==> src/rtl/noise_sequencer.sv <==
// noise_sequencer: free-running sample/tick dividers plus a 16-step trigger pattern player
module noise_sequencer #(
  parameter int SAMPLE_DIV = 1024,
  parameter int TICK_DIV   = 256
) (
  input  logic       clk,
  input  logic       rst,
  input  logic       start,
  input  logic       stop,
  input  logic [3:0] speed,
  input  logic       pat_we,
  input  logic [3:0] pat_addr,
  input  logic       pat_din,
  output logic       sample_clk,
  output logic       tick_clk,
  output logic       song_clk,
  output logic       note_trigger,
  output logic [3:0] step_idx,
  output logic       playing
);
  localparam int SW = $clog2(SAMPLE_DIV);
  localparam int TW = TICK_DIV > 1 ? $clog2(TICK_DIV) : 1;
  typedef enum logic [1:0] {S_IDLE, S_ARM, S_PLAY} state_t;
  state_t r_state, w_state;
  logic [SW-1:0] r_scnt;
  logic [TW-1:0] r_tcnt;
  logic [15:0] r_pat;
  logic [3:0] r_sub, r_spd, r_step, w_sub, w_spd, w_step;
  logic r_sample, r_tick, r_song, r_note, r_play, w_song, w_tick;
  // strobes are registered, so the FSM acts on the cycle before tick_clk rises
  assign w_tick = r_sample && r_tcnt == TW'(TICK_DIV - 1);
  always_comb begin
    w_state = r_state;
    w_step  = r_step;
    w_sub   = r_sub;
    w_spd   = r_spd;
    w_song  = 1'b0;
    case (r_state)
      S_IDLE: w_state = start && !stop ? S_ARM : S_IDLE;
      S_ARM:
        if (stop) w_state = S_IDLE;
        else if (w_tick) begin
          w_state = S_PLAY;
          w_step  = 4'd0;
          w_sub   = 4'd0;
          w_spd   = speed;
          w_song  = 1'b1;
        end
      S_PLAY:
        if (stop) begin
          w_state = S_IDLE;
          w_step  = 4'd0;
          w_sub   = 4'd0;
        end else if (w_tick) begin
          w_song = r_sub == r_spd;
          w_sub  = w_song ? 4'd0 : r_sub + 4'd1;
          w_step = w_song ? r_step + 4'd1 : r_step;
          w_spd  = w_song ? speed : r_spd;
        end
      default: w_state = S_IDLE;
    endcase
  end
  always_ff @(posedge clk) begin
    if (rst) begin
      r_state  <= S_IDLE;
      r_scnt   <= '0;
      r_tcnt   <= '0;
      r_pat    <= '0;
      r_sub    <= '0;
      r_spd    <= '0;
      r_step   <= '0;
      r_sample <= 1'b0;
      r_tick   <= 1'b0;
      r_song   <= 1'b0;
      r_note   <= 1'b0;
      r_play   <= 1'b0;
    end else begin
      r_scnt   <= r_scnt == SW'(SAMPLE_DIV - 1) ? '0 : r_scnt + 1'b1;
      r_sample <= r_scnt == SW'(SAMPLE_DIV - 2);
      if (r_sample) r_tcnt <= r_tcnt == TW'(TICK_DIV - 1) ? '0 : r_tcnt + 1'b1;
      r_tick   <= w_tick;
      r_state  <= w_state;
      r_sub    <= w_sub;
      r_spd    <= w_spd;
      r_step   <= w_step;
      r_song   <= w_song;
      // read before this cycle's write lands, so a colliding write emits the old bit
      r_note   <= w_song & r_pat[w_step];
      r_play   <= w_state == S_PLAY;
      if (pat_we) r_pat[pat_addr] <= pat_din;
    end
  end
  assign sample_clk   = r_sample;
  assign tick_clk     = r_tick;
  assign song_clk     = r_song;
  assign note_trigger = r_note;
  assign step_idx     = r_step;
  assign playing      = r_play;
endmodule

==> config.mk <==
export PLATFORM = sky130hd
export DESIGN_NAME = noise_sequencer
export DESIGN_NICKNAME = d
export VERILOG_FILES = /design/src/rtl/noise_sequencer.sv
export SDC_FILE = /design/constraint.sdc
export NUM_CORES = 1
export LEC_CHECK = 0
export ABC_CLOCK_PERIOD_IN_PS = 3550
export CAP_MARGIN = 20
export CORE_MARGIN = 1
export CORE_UTILIZATION = 61
export DETAILED_ROUTE_END_ITERATION = 8
export HOLD_SLACK_MARGIN = 0.08
export PLACE_DENSITY = 0.85
export SYNTH_ARGS = -nofsm -noshare
export SYNTH_HDL_FRONTEND = slang
export SYNTH_SLANG_ARGS = --single-unit
==> constraint.sdc <==
create_clock -name clk -period 3.55 [get_ports clk]
set_input_delay 0.8875 -clock clk [delete_from_list [all_inputs] [get_ports clk]]
set_output_delay 0.8875 -clock clk [all_outputs]
set_load 0.005 [all_outputs]
==> Yosys cells after proc, flatten, opt, wreduce, memory -nomap -nowiden <==
Cells that the tools add are included.
{ "word_totals": {"output_inout_bits": 9, "in_bits": 14, "word_cells": 76, "reg_bits": 53} }
{ "classes": {"mux": 34, "add_sub_neg": 4, "n_lt_le_gt_ge": 3, "bitwise": 1, "reduce_logical": 9, "eq_ne": 13} }
{ "ops": {"columns": ["cell", "count"], "rows": [
  ["$mux 4", 15],
  ["$pmux 4 s2", 3],
  ["$eq 10x10->1 const B", 2],
  ["$bwmux 16", 1],
  ["$add 10x1->10 const B", 1],
  ["$lt 4x5->1 const B", 2],
  ["$ne 2x2->1 const B", 5],
  ["$add 4x1->4 const B", 2],
  ["$add 8x1->8 const B", 1],
  ["$eq 8x8->1 const B", 1],
  ["$mux 8", 1],
  ["$mux 1", 7],
  ["$mux 2", 3],
  ["$pmux 2 s3", 1],
  ["$reduce_and 6->1", 1],
  ["$bmux 1 s4", 1],
  ["$demux 1 s4", 1],
  ["$eq 2x2->1 const B", 2],
  ["$eq 4x4->1", 1],
  ["$ge 4x1->1 const B", 1],
  ["$reduce_and 4->1", 1],
  ["$logic_and 1x1->1", 3],
  ["$ne 3x3->1 const B", 1],
  ["$eq 2x1->1 const B", 1],
  ["other kinds (6)", 6]
]} }

==> Longest topological paths before layout <==
{ "depth": {"word_depth": 8, "mapped_depth": 11} }

==> Worst setup path after synthesis <==
No wires, ideal clock.
{ "synth_timing": {"kind": "input port to flip-flop", "from": "input stop", "to": "register r_note, in the netlist note_trigger", "path_slack_ps": 1043, "cell_stages": 8, "required_ps": 3480, "arrival_ps": 2437, "cell_sequence": "clkbuf_1 -> nand2b_1 -> o41a_1 -> a211oi_1 -> nor2b_1 -> a22oi_1 -> nand3_1 -> a21boi_1"} }
{ "synth_between": {"elab_chain_cells": 5, "word_cells_on_any_way": 9, "cone_classes": "mux: 8; bitwise: 1"} }
{ "synth_lines": {"columns": ["item", "line", "rtl"], "rows": [
  ["start, declared", "9", "input logic stop,"],
  ["$mux 4, on equally long branches", "50, 41", null],
  ["$pmux 4 s2", "38", "case (r_state)"],
  ["$bmux 1 s4", "88", "r_note <= w_song & r_pat[w_step];"],
  ["$mux 1 (not written as such)", "88", null],
  ["$and 1x1->1 (*)", "88", null],
  ["end signal, assigned", "88", null],
  ["end, declared", "29", "logic r_sample, r_tick, r_song, r_note, r_play, w_song, w_tick;"]
]} }
Every way passes the cells marked *; elsewhere a longest branch is shown, timed or not. The select of a mux whose other input is x is not followed.
A chain may end at the register's enable or synchronous reset.

==> Worst setup path in the final report <==
Ends and elaborated chain as after synthesis.

==> qor.txt <==
Status -> completed
Avg WL per Cell -> 13.9 µm
CP Max Fanout -> 10
Required @ worst endpoint -> 3790 ps
Hold crit path type -> flop to flop
Filler cells -> 335
Sum Neg Setup Slack -> 0 ps
Post-synth EDFFs -> 0
VDD IR max -> 0.231 mV
Vias in the first global route -> 1885
HPWL after DPL -> 3.64 mm
Max cap viols -> 0
Routed Antenna Nets -> 0
PwrDens -> 371 mW/mm²
Place WS -> 401 ps
Simple-Gate Fraction of Synth Area -> 26.1%
Routed wire length -> 5.12 mm
H-tree levels -> 2
IO Port Bufs -> 22
Clock Skew -> 7.91 ps
Commonest cells in the netlist -> dfxtp_1 (53), nor2_1 (49), nand2_1 (26), mux2i_1 (20), a21oi_1 (19)
Post-layout minimum cycle time -> 2870 ps
Xor-xnor portion of the synthesized cell area -> 6.15%
Compound-Gate Fraction of Synth Area -> 11.5%
Die height -> 66.8 µm
Leakage power total -> 1.04 nW
Vias -> 2096
Final setup fails -> 0
Cts-stage hold buffer count -> 0
Multi-input gate area -> 0.00143 mm²
Crit path launch type -> input port
CTS Buf Count -> 5
Top-count cell post-synth -> dfxtp_1
All-layer global routing usage -> 23.8%
DIE AREA -> 0.00446 mm²
Die W -> 66.8 µm
Crit share post-route -> 80.8%
RSZ-0062 raised after global routing -> no
Worst Tran Pin Value -> 777 ps
DRC violations left -> 0
CTS tree -> done
Total gr overflow -> 0
Crit Path Class -> input port to flop
Initial antenna violation count -> 0
GP Congestion -> 0.809
Adder-Cell Fraction of Synth Area -> 4.39%
First-pass GRT wire length -> 7.96 mm
IO Count -> 23
Fraction of layout cells with a size suffix above 1 -> 3.76%
Critical Path End Type -> flop
Largest family of logic cells by synthesized area -> simple AND/OR/NAND/NOR gates
Synth Warn # -> 0
Max Root-Sink Buffers -> 2
Syn Inst Count -> 300
Largest net degree at the start of global routing -> 37
Clock root buffer -> clkbuf_8
Main synth FF type -> dfxtp_1
DR pass1 iterations -> 4
Post-synthesis sequential area ratio -> 41.4%
Max transition margin -> 47.9%
Core Area -> 0.00403 mm²
Initial Util -> 63.6%
DR iter-0 viols -> 124
# diodes -> 0
Syn Std Cell Area -> 0.00256 mm²
Final Hold Fails -> 0
Area share of the largest cell type after synthesis -> 41.4%
Row cnt -> 23
Slew Limit Fails -> 0
DR vias/cell -> 5.68
Synth Register Bits -> 53
Final WS setup -> 682 ps
CTS Sinks -> 53
Later-pin clock latency in the skew report -> 310 ps
Synth unique cells -> 40
Layout area overhead -> 13.7%
Average size of a mapped cell -> 8.54 µm²
Crit path DAT -> 3110 ps
# nets final -> 341
Worst-path clk slew -> 100 ps
Fmax -> 0.349 GHz
Synth area leader -> dfxtp_1
Most area-consuming cells after synthesis -> dfxtp_1 (41%), mux2i_1 (7.8%), nor2_1 (7.2%)
Post-CTS setup buffers -> 0
Register area -> 0.00106 mm²
Async SR Flop Fraction -> 0%
Mux cell area share after synthesis -> 7.81%
Syn_nets -> 323
Cts repair resizes -> 0
-- area by class of cell --
class                           count  share of cell area [%]
Clock inverter                      2                    1.33
Multi-Input combinational cell    231                    49.2
Clock buffer                        6                    2.49
Sequential cell                    53                    36.4
Timing Repair Buffer               24                    8.07
Tap cell                           50                    2.15
Inverter                            3                   0.386
-- final timing paths --
path              from           end  slack, ps  cells past startpoint
max reg2reg  r_tcnt[0]  note_trigger        840                      9
min           r_pat[6]      r_pat[6]        490                      2
max               stop  note_trigger        680                      9
min reg2reg   r_pat[6]      r_pat[6]        490                      2
-- registers in the layout, indices dropped and copies added (netlist names) --
name / count
note_trigger: 1
playing: 1
r_pat: 16
r_scnt: 10
r_spd: 4
r_state: 2
r_sub: 4
r_tcnt: 8
sample_clk: 1
song_clk: 1
step_idx: 4
tick_clk: 1
-- power breakdown --
group | internal, mW | switching [mW] | leakage (nW)
clock network | 0.212 | 0.200 | 0.0554
logic | 0.0281 | 0.0364 | 0.558
registers | 0.600 | 0.00580 | 0.428
-- layout by cell type (no fill, tap or decap), drive strengths merged, types with 2 or more instances in the layout --
| cell | netlist | routed |
|---|---|---|
| xor2 | 11 | 11 |
| a211oi | 2 | 2 |
| nand3b | 8 | 8 |
| xnor2 | 7 | 7 |
| nor3 | 8 | 8 |
| nor2 | 49 | 49 |
| buf | 3 | 2 |
| and4 | 2 | 2 |
| nor2b | 3 | 3 |
| nand3 | 12 | 12 |
| mux2i | 20 | 20 |
| and3 | 3 | 3 |
| dfxtp | 53 | 53 |
| nand2 | 26 | 26 |
| or3 | 4 | 4 |
| nand4 | 8 | 8 |
| nor4 | 2 | 2 |
| inv | 3 | 3 |
| a21oi | 19 | 19 |
| a21o | 3 | 3 |
| clkbuf | 10 | 6 |
| ha | 9 | 9 |
| o21ai | 12 | 12 |
| nand2b | 7 | 7 |
| clkdlybuf4s50 | 0 | 22 |
| a22oi | 4 | 4 |
-- stage by stage --
stage / hold slack (ps) / cells / utilization, % / instance area (µm²) / power, mW
finish: 488 / 369 / 72.3 / 2910 / 1.08
global route: 508 / 369 / 72.3 / 2910 / 1.12
CTS: 488 / 369 / 72.3 / 2910 / 1.09
detailed placement: 471 / 361 / 69.6 / 2800 / 0.683
global placement: 457 / 361 / 69.6 / 2800 / 0.682
floorplan: 436 / 300 / - / 2560 / 0.657
-- cell families (layout without fill, tap and decap cells) --
group / Yosys count / after routing
simple gates: 136 / 136
flops: 53 / 53
compound gates: 48 / 48
mux: 20 / 20
xor+xnor: 18 / 18
buf+inv: 16 / 35
fa+ha+maj: 9 / 9
-- worst max-delay path, cell delays in order --
cell and delay, ps:
clkdlybuf4s50_1 530, nand2b_1 220, o41a_1 380, nand2_1 120
o211ai_2 270, mux2i_1 210, a22oi_1 240, nand3b_1 110
a21boi_1 140
-- routing by layer --
layer	track usage, %	part of all wire, %	up-vias
met1	27.7	47	979
li1	-	-	1077
met4	8.24	0.98	0
met3	6.68	3.2	4
met2	41.2	48	36
met5	0	0	-
Power figures use the tool's default switching activity.
